===== src/rtl/nrisc_loader_pkg.sv =====
// Shared types and default constants for the nRisc byte-stream program loader.
package nrisc_loader_pkg;

  localparam int          LOADER_ADDR_W = 8;
  localparam logic [7:0]  DEF_CMD_IMEM  = 8'hA5;
  localparam logic [7:0]  DEF_CMD_DMEM  = 8'h5A;
  localparam logic [7:0]  DEF_CMD_RUN   = 8'hC3;
  localparam logic [7:0]  DEF_CMD_STOP  = 8'h3C;

  typedef enum logic [2:0] {
    ST_IDLE,
    ST_ADDR,
    ST_LEN,
    ST_DATA,
    ST_CKSUM,
    ST_RUN,
    ST_ERR
  } loader_state_t;

endpackage


===== src/rtl/nrisc_prog_loader.sv =====
// Framed byte-stream loader: fills imem/dmem while holding the nRisc core in reset.
// Define NRISC_LOADER_CKSUM_EN to require a trailing checksum byte on every load frame.
import nrisc_loader_pkg::*;

module nrisc_prog_loader #(
  parameter int         ADDR_W   = LOADER_ADDR_W,
  parameter logic [7:0] CMD_IMEM = DEF_CMD_IMEM,
  parameter logic [7:0] CMD_DMEM = DEF_CMD_DMEM,
  parameter logic [7:0] CMD_RUN  = DEF_CMD_RUN,
  parameter logic [7:0] CMD_STOP = DEF_CMD_STOP
) (
  input  logic              CLK,
  input  logic              RESET,
  input  logic [7:0]        in_data,
  input  logic              in_valid,
  output logic              in_ready,
  output logic              imem_we,
  output logic [ADDR_W-1:0] imem_addr,
  output logic [7:0]        imem_wdata,
  output logic              dmem_we,
  output logic [ADDR_W-1:0] dmem_addr,
  output logic [7:0]        dmem_wdata,
  output logic              cpu_reset,
  output logic              err,
  output logic [7:0]        frame_cnt
);

`ifdef NRISC_LOADER_CKSUM_EN
  localparam bit CKSUM_EN = 1'b1;
`else
  localparam bit CKSUM_EN = 1'b0;
`endif

  loader_state_t     state, state_next;
  logic              tgt_dmem, tgt_dmem_next;
  logic [ADDR_W-1:0] addr_cnt, addr_cnt_next;
  logic [7:0]        remain, remain_next;
  logic [7:0]        sum, sum_next;
  logic              cpu_reset_next, err_next;
  logic [7:0]        frame_cnt_next;
  logic              imem_we_next, dmem_we_next;
  logic [ADDR_W-1:0] imem_addr_next, dmem_addr_next;
  logic [7:0]        imem_wdata_next, dmem_wdata_next;
  logic              payload_done;
  logic              accept;

  // Ready is held low during reset and permanently after a protocol error.
  assign in_ready = RESET && (state != ST_ERR);
  assign accept   = in_valid && in_ready;

  always_ff @(posedge CLK or negedge RESET) begin
    if (!RESET) begin
      state      <= ST_IDLE;
      tgt_dmem   <= 1'b0;
      addr_cnt   <= '0;
      remain     <= '0;
      sum        <= '0;
      cpu_reset  <= 1'b1;
      err        <= 1'b0;
      frame_cnt  <= '0;
      imem_we    <= 1'b0;
      dmem_we    <= 1'b0;
      imem_addr  <= '0;
      dmem_addr  <= '0;
      imem_wdata <= '0;
      dmem_wdata <= '0;
    end else begin
      state      <= state_next;
      tgt_dmem   <= tgt_dmem_next;
      addr_cnt   <= addr_cnt_next;
      remain     <= remain_next;
      sum        <= sum_next;
      cpu_reset  <= cpu_reset_next;
      err        <= err_next;
      frame_cnt  <= frame_cnt_next;
      imem_we    <= imem_we_next;
      dmem_we    <= dmem_we_next;
      imem_addr  <= imem_addr_next;
      dmem_addr  <= dmem_addr_next;
      imem_wdata <= imem_wdata_next;
      dmem_wdata <= dmem_wdata_next;
    end
  end

  always_comb begin
    state_next      = state;
    tgt_dmem_next   = tgt_dmem;
    addr_cnt_next   = addr_cnt;
    remain_next     = remain;
    sum_next        = sum;
    cpu_reset_next  = cpu_reset;
    err_next        = err;
    frame_cnt_next  = frame_cnt;
    imem_we_next    = 1'b0;
    dmem_we_next    = 1'b0;
    imem_addr_next  = imem_addr;
    dmem_addr_next  = dmem_addr;
    imem_wdata_next = imem_wdata;
    dmem_wdata_next = dmem_wdata;
    payload_done    = 1'b0;

    if (accept) begin
      case (state)
        ST_IDLE: begin
          if (in_data == CMD_IMEM || in_data == CMD_DMEM) begin
            tgt_dmem_next = (in_data == CMD_DMEM);
            state_next    = ST_ADDR;
          end else if (in_data == CMD_RUN) begin
            cpu_reset_next = 1'b0;
            state_next     = ST_RUN;
          end else if (in_data != CMD_STOP) begin
            err_next   = 1'b1;
            state_next = ST_ERR;
          end
        end
        ST_ADDR: begin
          addr_cnt_next = ADDR_W'(in_data);
          sum_next      = in_data;
          state_next    = ST_LEN;
        end
        ST_LEN: begin
          remain_next = in_data;
          sum_next    = sum + in_data;
          if (in_data == 8'd0) payload_done = 1'b1;
          else                 state_next   = ST_DATA;
        end
        ST_DATA: begin
          if (tgt_dmem) begin
            dmem_we_next    = 1'b1;
            dmem_addr_next  = addr_cnt;
            dmem_wdata_next = in_data;
          end else begin
            imem_we_next    = 1'b1;
            imem_addr_next  = addr_cnt;
            imem_wdata_next = in_data;
          end
          addr_cnt_next = addr_cnt + ADDR_W'(1);
          remain_next   = remain - 8'd1;
          sum_next      = sum + in_data;
          if (remain == 8'd1) payload_done = 1'b1;
        end
        ST_CKSUM: begin
          if ((sum + in_data) == 8'd0) begin
            frame_cnt_next = frame_cnt + 8'd1;
            state_next     = ST_IDLE;
          end else begin
            err_next   = 1'b1;
            state_next = ST_ERR;
          end
        end
        ST_RUN: begin
          if (in_data == CMD_STOP) begin
            cpu_reset_next = 1'b1;
            state_next     = ST_IDLE;
          end
        end
        default: ;
      endcase
    end

    if (payload_done) begin
      if (CKSUM_EN) begin
        state_next = ST_CKSUM;
      end else begin
        frame_cnt_next = frame_cnt + 8'd1;
        state_next     = ST_IDLE;
      end
    end
  end

endmodule


===== config.mk =====
export PLATFORM = sky130hd
export DESIGN_NAME = nrisc_prog_loader
export DESIGN_NICKNAME = d
export VERILOG_FILES = /design/src/rtl/nrisc_loader_pkg.sv /design/src/rtl/nrisc_prog_loader.sv
export SDC_FILE = /design/constraint.sdc
export NUM_CORES = 1
export LEC_CHECK = 0
export BUFFER_PORTS_ARGS = -buffer_cell sky130_fd_sc_hd__buf_2
export CORE_MARGIN = 3
export CORE_UTILIZATION = 45
export CTS_CLUSTER_SIZE = 20
export DETAILED_ROUTE_END_ITERATION = 16
export GPL_ROUTABILITY_DRIVEN = 0
export PLACE_DENSITY_LB_ADDON = 0.2
export SLEW_MARGIN = 30
export SYNTH_ARGS = -nofsm -noshare
export SYNTH_HDL_FRONTEND = slang
export SYNTH_SLANG_ARGS = --single-unit

===== constraint.sdc =====
create_clock -name CLK -period 2.7 [get_ports CLK]
set_input_delay 0.405 -clock CLK [delete_from_list [all_inputs] [get_ports CLK]]
set_output_delay 0.405 -clock CLK [all_outputs]
set_load 0.005 [all_outputs]

==> insert_results.sql <==
INSERT INTO impl_metrics (metric_group, metric, value, unit) VALUES
('timing', 'finClkSkew', '0.01086', 'ns'),
('clocking', 'clock_tree.root_cell', 'sky130_fd_sc_hd__clkbuf_8', ''),
('synthesis', 'netlist_instances', '402', ''),
('synthesis', 'synth_enable_flop_cells', '0', ''),
('clocking', 'clock_tree.buffer_depth', '2', ''),
('floorplan', 'floorplan.core_area', '7928', 'µm²'),
('synthesis', 'syn_avg_cell_area', '9.384', 'µm²'),
('power_and_ir_drop', 'power.density_cell_area', '909.2', 'nW/µm²'),
('timing', 'max_freq', '0.3783', 'GHz'),
('clocking', 'cts.sinks', '72', ''),
('placed_design', 'io_buffer_count', '55', ''),
('route', 'detail-route-antenna-nets', '0', ''),
('final_layout', 'layout-drive-gt1-share', '27.93', '%'),
('timing', 'final-setup-viol-count', '0', ''),
('global_routing', 'grt_first_pass_wirelength', '15.55', 'mm'),
('final_layout', 'postLayoutCellArea', '4637', 'µm²'),
('timing', 'fin_setup_tns', '0', 'ns'),
('route', 'drt_first_pass_iters', '5', ''),
('critical_path', 'cp-end-kind', 'flop', ''),
('route', 'detail_route.vias_per_cell', '5.655', ''),
('hold_path', 'worst_hold_path.num_cells', '2', ''),
('critical_path', 'timing.reg2reg.worst_path_depth', '10', ''),
('timing', 'final_min_period_over_clock_period', '97.91', '%'),
('global_routing', 'first_global_vias', '3182', ''),
('critical_path', 'timing.critical_path.arrival', '2.88', 'ns'),
('clocking', 'cts_buf_count', '9', ''),
('critical_path', 'critPathMaxFanout', '8', ''),
('placed_design', 'sum_of_net_half_perimeters_after_detailed_placement', '6.597', 'mm'),
('placed_design', 'postPlaceCellArea', '4334', 'µm²'),
('clocking', 'worst_setup_hold_path_clk_slew', '0.08', 'ns'),
('floorplan', 'floorplan.rows', '32', ''),
('synthesis', 'synth.cell_area', '3772', 'µm²'),
('route', 'total_number_of_vias', '3331', ''),
('synthesis', 'ys_types', '56', ''),
('global_routing', 'globalRouteOverflowTotal', '0', ''),
('floorplan', 'die_width', '97.56', 'µm'),
('floorplan', 'fp.dieH', '97.56', 'µm'),
('timing', 'final_hold_viol_count', '0', ''),
('floorplan', 'design.die.area', '9518', 'µm²'),
('route', 'drcViolationCount', '0', ''),
('placed_design', 'placement.setup.worst_slack', '-0.1675', 'ns'),
('run', 'max_cap_viol_count', '0', ''),
('final_layout', 'area_growth_syn_to_layout', '22.92', '%'),
('power_and_ir_drop', 'leakagePower', '2.317', 'nW'),
('timing', 'layout_min_cycle_time', '2.644', 'ns'),
('clocking', 'cts_tree', 'done', ''),
('timing', 'setup_ws', '0.05641', 'ns'),
('synthesis', 'ys_dominant_reg_cell', 'sky130_fd_sc_hd__dfrtp_1', ''),
('timing', 'rsz0062_at_grt', 'yes', ''),
('critical_path', 'timing.critical_path.required', '2.93', 'ns'),
('status', 'run_status', 'finished clean', ''),
('final_layout', 'multi_input_comb_area', '1892', 'µm²'),
('final_layout', 'design.final.nets', '505', ''),
('clocking', 'htreeDepth', '3', ''),
('synthesis', 'ys_ff_latch', '72', ''),
('final_layout', 'n_antenna_cell', '0', ''),
('floorplan', 'start_util', '47.59', '%'),
('global_routing', 'globalRouteTotalUtil', '20.19', '%'),
('synthesis', 'synth.net_count', '425', ''),
('critical_path', 'critical_path_class', 'reg2reg', ''),
('synthesis', 'async_set_reset_flop_share_out_of_synthesis', '100.0', '%'),
('global_routing', 'grt_max_degree', '34', ''),
('hold_path', 'min-delay-path-class', 'in2reg', ''),
('clocking', 'skew_pair_late_insertion_delay', '0.35', 'ns'),
('global_routing', 'antenna_violations_before_repair', '0', ''),
('timing', 'worst-slew-pin-transition', '0.5025', 'ns'),
('timing', 'drv_slew', '0', ''),
('critical_path', 'kind_of_start_point_of_the_critical_path', 'flop', ''),
('route', 'wl_per_cell', '15.86', 'µm'),
('final_layout', 'ff_latch_area', '1803', 'µm²'),
('route', 'drtIter0Drc', '176', ''),
('synthesis', 'synth_sequential_area_ratio', '47.79', '%'),
('final_layout', 'nFillCells', '685', ''),
('power_and_ir_drop', 'irDropWorstVdd', '0.3714', 'mV'),
('floorplan', 'floorplan.io_pins', '56', ''),
('synthesis', 'yosysWarningCount', '0', ''),
('route', 'finalWirelength', '9.340', 'mm'),
('timing', 'max_slew_margin', '65.64', '%');
[cell usage in the layout (no fill, tap or decap), drive strengths merged, types with 4 or more instances in the layout]
master   n
mux2    20
dfrtp   71
buf     85
a31oi    6
xnor2    8
nor3    14
o21ai   28
nand3   13
ha      11
xor2     4
o22ai    6
clkbuf  10
nand2   78
nor2    27
a21oi   25
nand4    5
inv     11
[power by group]
part / internal, mW / switching, mW / total (mW) / leakage [nW]
clock network: 0.621 / 0.421 / 1.04 / 0.121
logic: 0.719 / 0.756 / 1.48 / 1.26
registers: 1.38 / 0.317 / 1.70 / 0.938
[layer usage]
layer | wire (µm) | up-vias | global-route usage, %
met5 | 0 | - | 0
met4 | 202 | 0 | 8.200
met3 | 549 | 18 | 4.307
met2 | 4314 | 121 | 31.42
met1 | 4274 | 1597 | 27.41
li1 | - | 1595 | -
[what timing repair did]
item,4_1_cts,5_1_grt
hold buffers,1,0
gates resized for setup,1,5
setup buffers,0,4
pin swaps,1,2
hold endpoints to repair,8,0
setup endpoints to repair,3,10
[kinds of logic after synthesis]
kind of cell | Yosys count | synth area share [%]
xor+xnor | 12 | 2.786
fa+ha+maj | 12 | 4.179
buf+inv | 28 | 2.919
flops | 72 | 47.79
compound gates | 91 | 15.36
simple gates | 164 | 20.20
mux | 23 | 6.766
[cells in the mapped netlist, drive strengths merged (4+ instances only)]
cell / n / area share (%)
o22ai: 6 / 1.0
a31oi: 6 / 1.0
a21oi: 25 / 3.3
nor3: 14 / 2.0
ha: 11 / 3.6
nand3: 13 / 1.7
mux2: 20 / 6.0
nor2: 27 / 2.7
dfrtp: 71 / 47
inv: 10 / 1.0
xor2: 4 / 0.93
clkbuf: 15 / 1.5
xnor2: 8 / 1.9
nand2: 78 / 7.8
nand4: 5 / 0.83
o21ai: 28 / 3.8
[final timing paths]
path,startpoint,endpoint,slack [ns]
max,sum[0],frame_cnt[1],0.06
min,in_data[1],imem_wdata[1],0.35
max reg2reg,sum[0],frame_cnt[1],0.06
min reg2reg,err,err,0.46
max in group asynchronous,RESET,cpu_reset,1.59
min in group asynchronous,RESET,sum[6],0.43
[state kept, by name (all words and copies together) (netlist names)]
name        count
imem_we         1
imem_addr       8
dmem_wdata      8
dmem_we         1
imem_wdata      8
dmem_addr       8
tgt_dmem        1
remain          8
frame_cnt       8
cpu_reset       1
addr_cnt        8
state           3
err             1
sum             8
[per-stage QoR]
stage,total power [mW],utilization [%],hold WS (ns),cells
2_1_floorplan,2.610,-,0.1094,402
3_3_place_gp,3.067,54.67,0.2665,568
3_5_place_dp,3.108,54.67,0.2661,568
4_1_cts,4.165,57.92,0.3356,585
5_1_grt,4.519,58.49,0.3573,589
6_report,4.216,58.49,0.3458,589
[worst max-delay path, stage by stage (launching register included)]
cell and delay, ns:
sky130_fd_sc_hd__dfrtp_1 0.37, sky130_fd_sc_hd__ha_2 0.20, sky130_fd_sc_hd__inv_2 0.04, sky130_fd_sc_hd__fa_2 0.34, sky130_fd_sc_hd__nand2b_4 0.16, sky130_fd_sc_hd__a21oi_2 0.13, sky130_fd_sc_hd__xor2_1 0.10, sky130_fd_sc_hd__or3_4 0.36
sky130_fd_sc_hd__o41ai_4 0.35, sky130_fd_sc_hd__buf_6 0.18, sky130_fd_sc_hd__mux2_4 0.30
[layout make-up]
type	instances	share of cell area [%]
flip-flops and latches	72	38.88
well taps	102	2.752
inverters	11	0.8904
clock buffers	10	2.752
multi-input cells	302	40.80
repair buffers	86	11.41
clock inverters	6	2.509
(Power assumes the default switching activity.)
